**src/rtl/serdes_frame_pkg.sv**
```systemverilog
// Shared types and constants for the serdes frame parser.
package serdes_frame_pkg;

  typedef enum logic [1:0] {
    ST_HUNT    = 2'd0,
    ST_LEN     = 2'd1,
    ST_PAYLOAD = 2'd2,
    ST_CHECK   = 2'd3
  } parser_state_t;

  typedef logic [1:0] err_code_t;

  localparam err_code_t ERR_NONE    = 2'd0;
  localparam err_code_t ERR_LEN     = 2'd1;
  localparam err_code_t ERR_CSUM    = 2'd2;
  localparam err_code_t ERR_TIMEOUT = 2'd3;

endpackage

```
**src/rtl/gap_timer.sv**
```systemverilog
// Counts consecutive idle cycles while enabled; expired_o flags the cycle whose
// idle sample would be the TIMEOUT_CYCLES-th in a row. A clear always wins.
module gap_timer #(
  parameter int TIMEOUT_CYCLES = 64
) (
  input  logic clk_i,
  input  logic rst_n_i,
  input  logic enable_i,
  input  logic clear_i,
  output logic expired_o
);

  localparam int CW = $clog2(TIMEOUT_CYCLES + 1);

  logic [CW-1:0] count_q;

  assign expired_o = enable_i && !clear_i && (count_q == CW'(TIMEOUT_CYCLES - 1));

  always_ff @(posedge clk_i) begin
    if (!rst_n_i || !enable_i || clear_i || expired_o) begin
      count_q <= '0;
    end else begin
      count_q <= count_q + 1'b1;
    end
  end

endmodule

```
**src/rtl/frame_parser.sv**
```systemverilog
// Frame parser: SYNC, LEN, payload and optional checksum word on a stream with no
// backpressure. Define FRAME_PARSER_CHECKSUM_EN to enable the CHECK word.
// Handshake: a word is consumed on every cycle valid_in_i is high (no ready);
// payload_valid_o qualifies payload_o for exactly one cycle per word.
module frame_parser
  import serdes_frame_pkg::*;
#(
  parameter int                    DATA_WIDTH     = 8,
  parameter logic [DATA_WIDTH-1:0] SYNC_WORD      = 8'hA5,
  parameter int                    MAX_LEN        = 16,
  parameter int                    TIMEOUT_CYCLES = 64
) (
  input  logic                  clk_i,
  input  logic                  rst_n_i,
  input  logic [DATA_WIDTH-1:0] data_in_i,
  input  logic                  valid_in_i,
  output logic [DATA_WIDTH-1:0] payload_o,
  output logic                  payload_valid_o,
  output logic                  payload_last_o,
  output logic                  frame_ok_o,
  output logic                  frame_err_o,
  output logic [1:0]            err_code_o,
  output logic [15:0]           frame_count_o,
  output logic [15:0]           err_count_o,
  output logic [1:0]            state_o
);

  localparam logic [DATA_WIDTH-1:0] MAX_LEN_W = DATA_WIDTH'(MAX_LEN);

  parser_state_t         state_q, state_d;
  logic [DATA_WIDTH-1:0] len_q, len_d;
  logic [DATA_WIDTH-1:0] cnt_q, cnt_d;
  logic [DATA_WIDTH-1:0] payload_d;
  logic                  pv_d, last_d, ok_d, err_d;
  err_code_t             code_d;
  logic                  expired;
`ifdef FRAME_PARSER_CHECKSUM_EN
  logic [DATA_WIDTH-1:0] sum_q, sum_d;
`endif

  assign state_o = state_q;

  gap_timer #(
    .TIMEOUT_CYCLES(TIMEOUT_CYCLES)
  ) u_gap_timer (
    .clk_i    (clk_i),
    .rst_n_i  (rst_n_i),
    .enable_i (state_q != ST_HUNT),
    .clear_i  (valid_in_i),
    .expired_o(expired)
  );

  always_comb begin
    state_d   = state_q;
    len_d     = len_q;
    cnt_d     = cnt_q;
    payload_d = payload_o;
    pv_d      = 1'b0;
    last_d    = 1'b0;
    ok_d      = 1'b0;
    err_d     = 1'b0;
    code_d    = ERR_NONE;
`ifdef FRAME_PARSER_CHECKSUM_EN
    sum_d     = sum_q;
`endif
    if (valid_in_i) begin
      unique case (state_q)
        ST_HUNT: begin
          if (data_in_i == SYNC_WORD) begin
            state_d = ST_LEN;
`ifdef FRAME_PARSER_CHECKSUM_EN
            sum_d   = '0;
`endif
          end
        end
        ST_LEN: begin
          len_d = data_in_i;
          cnt_d = '0;
`ifdef FRAME_PARSER_CHECKSUM_EN
          sum_d = data_in_i;
`endif
          if (data_in_i > MAX_LEN_W) begin
            err_d   = 1'b1;
            code_d  = ERR_LEN;
            state_d = ST_HUNT;
          end else if (data_in_i == '0) begin
`ifdef FRAME_PARSER_CHECKSUM_EN
            state_d = ST_CHECK;
`else
            ok_d    = 1'b1;
            state_d = ST_HUNT;
`endif
          end else begin
            state_d = ST_PAYLOAD;
          end
        end
        ST_PAYLOAD: begin
          // SYNC_WORD is plain data here; only the length ends the payload.
          payload_d = data_in_i;
          pv_d      = 1'b1;
          cnt_d     = cnt_q + 1'b1;
`ifdef FRAME_PARSER_CHECKSUM_EN
          sum_d     = sum_q + data_in_i;
`endif
          if (cnt_q + 1'b1 == len_q) begin
            last_d  = 1'b1;
`ifdef FRAME_PARSER_CHECKSUM_EN
            state_d = ST_CHECK;
`else
            ok_d    = 1'b1;
            state_d = ST_HUNT;
`endif
          end
        end
        ST_CHECK: begin
`ifdef FRAME_PARSER_CHECKSUM_EN
          if (data_in_i == sum_q) begin
            ok_d   = 1'b1;
          end else begin
            err_d  = 1'b1;
            code_d = ERR_CSUM;
          end
`endif
          state_d = ST_HUNT;
        end
        default: state_d = ST_HUNT;
      endcase
    end else if (expired) begin
      err_d   = 1'b1;
      code_d  = ERR_TIMEOUT;
      state_d = ST_HUNT;
    end
  end

  always_ff @(posedge clk_i) begin
    if (!rst_n_i) begin
      state_q         <= ST_HUNT;
      len_q           <= '0;
      cnt_q           <= '0;
      payload_o       <= '0;
      payload_valid_o <= 1'b0;
      payload_last_o  <= 1'b0;
      frame_ok_o      <= 1'b0;
      frame_err_o     <= 1'b0;
      err_code_o      <= ERR_NONE;
      frame_count_o   <= '0;
      err_count_o     <= '0;
`ifdef FRAME_PARSER_CHECKSUM_EN
      sum_q           <= '0;
`endif
    end else begin
      state_q         <= state_d;
      len_q           <= len_d;
      cnt_q           <= cnt_d;
      payload_o       <= payload_d;
      payload_valid_o <= pv_d;
      payload_last_o  <= last_d;
      frame_ok_o      <= ok_d;
      frame_err_o     <= err_d;
      err_code_o      <= code_d;
`ifdef FRAME_PARSER_CHECKSUM_EN
      sum_q           <= sum_d;
`endif
      if (ok_d) begin
        frame_count_o <= frame_count_o + 16'd1;
      end
      if (err_d && (err_count_o != 16'hFFFF)) begin
        err_count_o <= err_count_o + 16'd1;
      end
    end
  end

endmodule

```
**config.mk**
```make
export PLATFORM = sky130hd
export DESIGN_NAME = frame_parser
export DESIGN_NICKNAME = d
export VERILOG_FILES = /design/src/rtl/serdes_frame_pkg.sv /design/src/rtl/gap_timer.sv /design/src/rtl/frame_parser.sv
export SDC_FILE = /design/constraint.sdc
export NUM_CORES = 1
export LEC_CHECK = 0
export BUFFER_PORTS_ARGS = -buffer_cell sky130_fd_sc_hd__buf_2
export CAP_MARGIN = 20
export CORE_MARGIN = 2
export CORE_UTILIZATION = 50
export DETAILED_ROUTE_END_ITERATION = 8
export GPL_TIMING_DRIVEN = 1
export PLACE_DENSITY = 0.72
export SLEW_MARGIN = 20
export SYNTH_ARGS = -nofsm -noshare
export SYNTH_HDL_FRONTEND = slang
export SYNTH_HIERARCHICAL = 1
export SYNTH_SLANG_ARGS = --single-unit
export TNS_END_PERCENT = 10
```
**constraint.sdc**
```tcl
create_clock -name clk_i -period 2.5 [get_ports clk_i]
set_input_delay 0.625 -clock clk_i [delete_from_list [all_inputs] [get_ports clk_i]]
set_output_delay 0.625 -clock clk_i [all_outputs]
set_load 0.03 [all_outputs]
```
==> results of run 1 <==
==> cells in the mapped netlist, types with 2 or more instances <==
cell type  instances
buf_6              2
dfxtp_1           70
nand3b_1           4
a31oi_1            6
nand4_1           12
a211oi_1           2
nor2b_1            2
clkbuf_1          13
a21oi_1           34
o311ai_0           7
a21boi_0           2
or3_1              9
a21o_1             4
xor2_1            12
a311oi_1           5
nor2_1            42
and3_1             8
buf_4              4
nand3_1           17
o211ai_1           3
nor4_1             6
ha_1               7
nand2b_1           7
o311ai_1           3
or4_1              2
nand2_1           80
inv_1             12
mux2i_1            9
buf_2              6
and2_1             5
nor3b_1            2
xnor2_1           13
nor3_1            20
o21ai_0           10
==> worst min-delay path, stage by stage (launching register included) <==
cell     delay (ns)
dfxtp_1        0.32
nand2_1        0.05
a21oi_1        0.05
==> area by class of cell <==
type	instances	area (um2)
Clock inverter	7	96.3
Tap cell	99	124
Clock buffer	9	124
Multi-Input combinational cell	356	2130
Sequential cell	70	1400
Inverter	12	45.0
Timing Repair Buffer	74	435
Fill cell	653	2850
==> metrics by stage <==
stage                     total power [mW]  utilization
after CTS                             2.20        0.604
after global routing                  2.25        0.604
final                                 2.19        0.604
after floorplan                       1.17            -
after global placement                1.19        0.573
after detailed placement              1.19        0.573
==> kinds of logic after synthesis <==
kind of cell | Yosys count | synth area share
AND/OR/NAND/NOR | 223 | 0.294
AO/OA/AOI/OAI | 91 | 0.169
flip-flops | 70 | 0.378
buffers and inverters | 38 | 0.0486
XOR/XNOR | 25 | 0.0591
multiplexers | 10 | 0.0274
adder cells (fa/ha/maj) | 7 | 0.0236
==> sequential cells by signal, indices dropped and copies added (netlist names), 2 cells and up <==
signal               count
err_count_o             16
cnt_q                    8
u_gap_timer/count_q      7
len_q                    8
frame_count_o           16
state_o                  2
payload_o                8
==> final timing paths <==
path	start	end	slack, ns	cells past startpoint
hold / removal	payload_o[5]$_SDFFE_PN0P_	payload_o[5]$_SDFFE_PN0P_	0.46	2
setup reg to reg	u_gap_timer/count_q[0]$_SDFF_PP0_	err_count_o[15]$_SDFFE_PN0P_	0.1	9
setup / recovery	u_gap_timer/count_q[0]$_SDFF_PP0_	err_count_o[15]$_SDFFE_PN0P_	0.1	9
hold reg to reg	payload_o[5]$_SDFFE_PN0P_	payload_o[5]$_SDFFE_PN0P_	0.46	2
==> power by group <==
part	leakage [nW]	switching, mW	total (mW)	internal (mW)
Clock	0.102	0.458	1.02	0.563
Combinational	0.972	0.0385	0.0542	0.0157
Sequential	0.563	0.000440	1.11	1.11
==> routing by layer <==
metal	wire (um)	share of wire
met2	4140	0.46
met3	519	0.058
met1	4170	0.47
met4	87	0.0098
met5	0	0
==> results.sh, run 1 <==
export IMPL_p_per_area_mw_per_mm2=502
export IMPL_post_dp_hpwl_um=6350
export IMPL_holdWs_ns=0.458
export IMPL_yosysTopAreaCell="dfxtp_1"
export IMPL_hp_class="register to register"
export IMPL_ant_nets=0
export IMPL_htreeDepth=3
export IMPL_vias=3560
export IMPL_overflow=0
export IMPL_crit_family="simple AND/OR/NAND/NOR gates"
export IMPL_grt_util_met3=0.0520
export IMPL_worstPathCellList="ha_1, and3_1, nand3_1, nor4b_2, nand2b_1, a211oi_1, nand2_1, or3_1, a21oi_1"
export IMPL_period_minus_slack_ns=2.40
export IMPL_top_level_ports=59
export IMPL_syn_num_nets=482
export IMPL_required_ns=2.77
export IMPL_syn_instance_count=464
export IMPL_max_slew_margin=0.542
export IMPL_final_layout_size_suffix_gt1_frac=0.195
export IMPL_cts_hold_buf=0
export IMPL_final_cell_count_no_fill=627
export IMPL_crit_buf_inv=0
export IMPL_synth_seq_cells=70
export IMPL_use_met2=0.351
export IMPL_die_y_um=90.1
export IMPL_track_usage=0.222
export IMPL_critPathSlowestCell="dfxtp_1"
export IMPL_worstSetupStartpointType="register"
export IMPL_tns_ns=0
export IMPL_synthFlopType="dfxtp_1"
export IMPL_synth_area_per_cell_um2=7.98
export IMPL_drtIter0Drc=184
export IMPL_critical_path_class="register to register"
export IMPL_synthTopCellsByArea="dfxtp_1, nand2_1, a21oi_1"
export IMPL_port_buffers=58
export IMPL_netlist_area_leader_share=0.378
export IMPL_setup_viol=0
export IMPL_first_pass_iters=4
export IMPL_min_period_over_period=0.960
export IMPL_synth_cell_area_mm2=0.00370
export IMPL_fin_ws_ns=0.0999
export IMPL_grt_pass1_wl_um=14900
export IMPL_ys_async_sr_fraction=0
export IMPL_n_antenna_cell=0
export IMPL_die_w_um=90.1
export IMPL_place_ws_ns=-0.0256
export IMPL_crit_arrival_ns=2.67
export IMPL_post_drt_wl_per_cell_um=14.2
export IMPL_ys_seq_area_frac=0.378
export IMPL_yosys_cell_types_count=58
export IMPL_top_usage_layer="met2"
export IMPL_insertion_delay_ns=0.35
export IMPL_grt_pass1_vias=3217
export IMPL_power_leakage_nw=1.64
export IMPL_drcViolationCount=0
export IMPL_viasPerCell=5.68
export IMPL_dpl_cell_area_mm2=0.00413
export IMPL_layout_common_cells="nand2_1, dfxtp_1, buf_2"
export IMPL_max_stage_delay_ns=0.37
export IMPL_cts_tree="done"
export IMPL_fp_dieArea_mm2=0.00811
export IMPL_clkTransAtPathRegs_ns=0.08
export IMPL_area_growth_synth_to_final_pct=17.7
export IMPL_endpoint_kind="register"
export IMPL_final_common_cell="nand2_1"
export IMPL_final_hold_viol_count=0
export IMPL_post_cts_buffers=0
export IMPL_gp_congestion=0.807
export IMPL_synth_edf_count=0
export IMPL_clkSinkCount=70
export IMPL_place_inst=611
export IMPL_core_rowCount=31
export IMPL_ys_warn_count=6
export IMPL_cts_resized=0
export IMPL_worstMarginPinSlew_ns=0.682
export IMPL_cap_violations=0
export IMPL_peakVddDrop_uv=336
export IMPL_post_route_cell_area_mm2=0.00436
export IMPL_cp_max_fo=5
export IMPL_grt_setup_unrepaired="true"
export IMPL_cts_root_buf="clkbuf_8"
export IMPL_use_met1=0.299
export IMPL_antenna_found_initial=0
export IMPL_totalWireLength_um=8920
export IMPL_fin_skew_ns=0.0123
export IMPL_max_freq_ghz=0.417
export IMPL_maxSlewViolCount=0
export IMPL_fp_coreArea_mm2=0.00721
export IMPL_status="completed"
export IMPL_grt_max_degree=40
export IMPL_initial_utilization=0.513
export IMPL_cts_buffer_depth=2
export IMPL_finalNetCount=541
export IMPL_cts_buffers=9
Power figures use the tool's default switching activity.
==> inputs of run 2 (changes only) <==
PLACE_DENSITY = 0.82   (was 0.72)
TNS_END_PERCENT = not set   (was 10)
==> run 2 against run 1 <==
Compared with the run above:
- setup slack improved by 0.099 ns
- sequential share of layout area down 0.071 points
- routed wire length up 2.1%
- combinational power decreased by 2%
- final area increased by 0.40%
- flip-flop and latch count unchanged
- via count is 1.2% higher
- fmax is 4.3% higher
- clock power about the same
- cell count shrank 0.32%
- highest routed layer unchanged
- critical endpoint is now err_count_o[4]$_SDFFE_PN0P_
==> results.sh, run 2 (same netlist as run 1, synthesis figures left out) <==
export IMPL_status="completed"
export IMPL_switching_power_uw=511
export IMPL_viasPerCell=5.76
export IMPL_overflow=0
export IMPL_max_freq_ghz=0.435
export IMPL_worstSetupStartpointType="register"
export IMPL_fp_coreArea_mm2=0.00721
export IMPL_vias=3602
export IMPL_cp_max_fo=9
export IMPL_place_ws_ns=-0.00446
export IMPL_critPathLaunch="u_gap_timer/count_q[0]$_SDFF_PP0_"
export IMPL_fin_ws_ns=0.199
export IMPL_clkTransAtPathRegs_ns=0.09
export IMPL_layout_common_cells="nand2_1, dfxtp_1, buf_2"
export IMPL_cts_buffer_depth=2
export IMPL_area_growth_synth_to_final_pct=18.2
export IMPL_antenna_found_initial=0
export IMPL_seq_power_share=0.503
export IMPL_critPathSlowestCell="dfxtp_2"
export IMPL_maxSlewViolCount=0
export IMPL_worstHoldStart="u_gap_timer/count_q[0]$_SDFF_PP0_"
export IMPL_final_hold_viol_count=0
export IMPL_post_route_cell_area_mm2=0.00438
export IMPL_r2r_start="u_gap_timer/count_q[0]$_SDFF_PP0_"
export IMPL_endpoint_kind="register"
export IMPL_dpl_cell_area_mm2=0.00411
export IMPL_core_rowCount=31
export IMPL_period_minus_slack_ns=2.30
export IMPL_required_ns=2.74
export IMPL_final_layout_size_suffix_gt1_frac=0.203
export IMPL_die_y_um=90.1
export IMPL_post_drt_wl_per_cell_um=14.6
export IMPL_die_w_um=90.1
export IMPL_cts_hold_buf=0
export IMPL_drcViolationCount=0
export IMPL_drtIter0Drc=246
export IMPL_gp_congestion=0.857
export IMPL_finalNetCount=539
export IMPL_clkSinkCount=70
export IMPL_min_period_over_period=0.920
export IMPL_ant_nets=0
export IMPL_place_inst=608
export IMPL_critical_path_class="register to register"
export IMPL_p_int_mw=1.70
export IMPL_crit_family="simple AND/OR/NAND/NOR gates"
export IMPL_grt_pass1_wl_um=15200
export IMPL_share_comb_of_total_power=0.024
export IMPL_hp_class="register to register"
export IMPL_power_leakage_nw=1.63
export IMPL_cts_tree="done"
export IMPL_cts_root_buf="clkbuf_8"
export IMPL_track_usage=0.225
export IMPL_max_slew_margin=0.671
export IMPL_fin_skew_ns=0.0126
export IMPL_totalWireLength_um=9100
export IMPL_final_cell_count_no_fill=625
export IMPL_p_per_area_mw_per_mm2=506
export IMPL_first_pass_iters=5
export IMPL_htreeDepth=3
export IMPL_post_route_util=0.607
export IMPL_worstMarginPinSlew_ns=0.490
export IMPL_p_clk_frac=0.473
export IMPL_peakVddDrop_uv=355
export IMPL_cap_violations=0
export IMPL_n_antenna_cell=0
export IMPL_top_level_ports=59
export IMPL_fillers=640
export IMPL_fp_dieArea_mm2=0.00811
export IMPL_insertion_delay_ns=0.36
export IMPL_max_stage_delay_ns=0.36
export IMPL_grt_max_degree=46
export IMPL_crit_arrival_ns=2.54
export IMPL_reg_top3="err_count_o x16, frame_count_o x16"
export IMPL_final_common_cell="nand2_1"
export IMPL_crit_buf_inv=0
export IMPL_grt_pass1_vias=3261
export IMPL_swShare=0.231
export IMPL_setup_viol=0
export IMPL_worstPathCellList="ha_2, and3_4, nand3_2, nor4b_2, nand2b_1, a22o_4, or3_1, xor2_1, nor2_1"
export IMPL_initial_utilization=0.513
export IMPL_port_buffers=58
export IMPL_post_dp_hpwl_um=6350
export IMPL_cts_buffers=9
[run 2: area by class of cell]
type,instances,area [um2],share of cell area
clock inverter,7,104,0.0237
inverter,12,45.0,0.0103
sequential,70,1400,0.321
timing repair buffer,72,420,0.0960
multi-input combinational,356,2160,0.493
clock buffer,9,124,0.0283
tap,99,124,0.0283
[run 2: path summary, 6_finish.rpt]
kind                                                          end  slack, ns  cells past startpoint
worst min register to register  u_gap_timer/count_q[0]$_SDFF_PP0_       0.44                      1
worst min-delay path            u_gap_timer/count_q[0]$_SDFF_PP0_       0.44                      1
worst max-delay path                  err_count_o[4]$_SDFFE_PN0P_       0.20                      9
worst max register to register        err_count_o[4]$_SDFFE_PN0P_       0.20                      9
[run 2: stage by stage]
step	hold WS, ns	setup TNS [ns]	power, mW
global route	0.460	-0.0195	2.28
detailed placement	0.453	-0.00446	1.19
global placement	0.440	0	1.19
floorplan	0.429	0	1.17
CTS	0.466	0	2.23
finish	0.442	0	2.21
[run 2: power by group through the flow]
stage                     Clock [mW]  Sequential (mW)  Combinational [mW]
after floorplan                    0             1.14              0.0283
after global placement             0             1.14              0.0502
after detailed placement           0             1.14              0.0524
after CTS                       1.06             1.11              0.0529
after global routing            1.11             1.11              0.0583
final                           1.05             1.11              0.0533
[run 2: worst reg2reg max path: stages, from the launching register on]
cell and delay (ns):
dfxtp_2 0.36, ha_2 0.19, and3_4 0.20, nand3_2 0.09, nor4b_2 0.27, nand2b_1 0.22
a22o_4 0.35, or3_1 0.32, xor2_1 0.14, nor2_1 0.05
[run 2: timing repair]
item / in CTS / in global routing
buffers inserted: 0 / 1
gates resized for setup: 0 / 9
endpoints found under the setup margin: 0 / 10
[run 2: metal layers]
| layer | vias to the layer above | part of all wire | track usage |
|---|---|---|---|
| met5 | - | 0 | 0 |
| met4 | 0 | 0.019 | 0.0897 |
| met3 | 16 | 0.058 | 0.0503 |
| met2 | 122 | 0.47 | 0.360 |
| met1 | 1699 | 0.45 | 0.296 |
| li1 | 1765 | - | - |
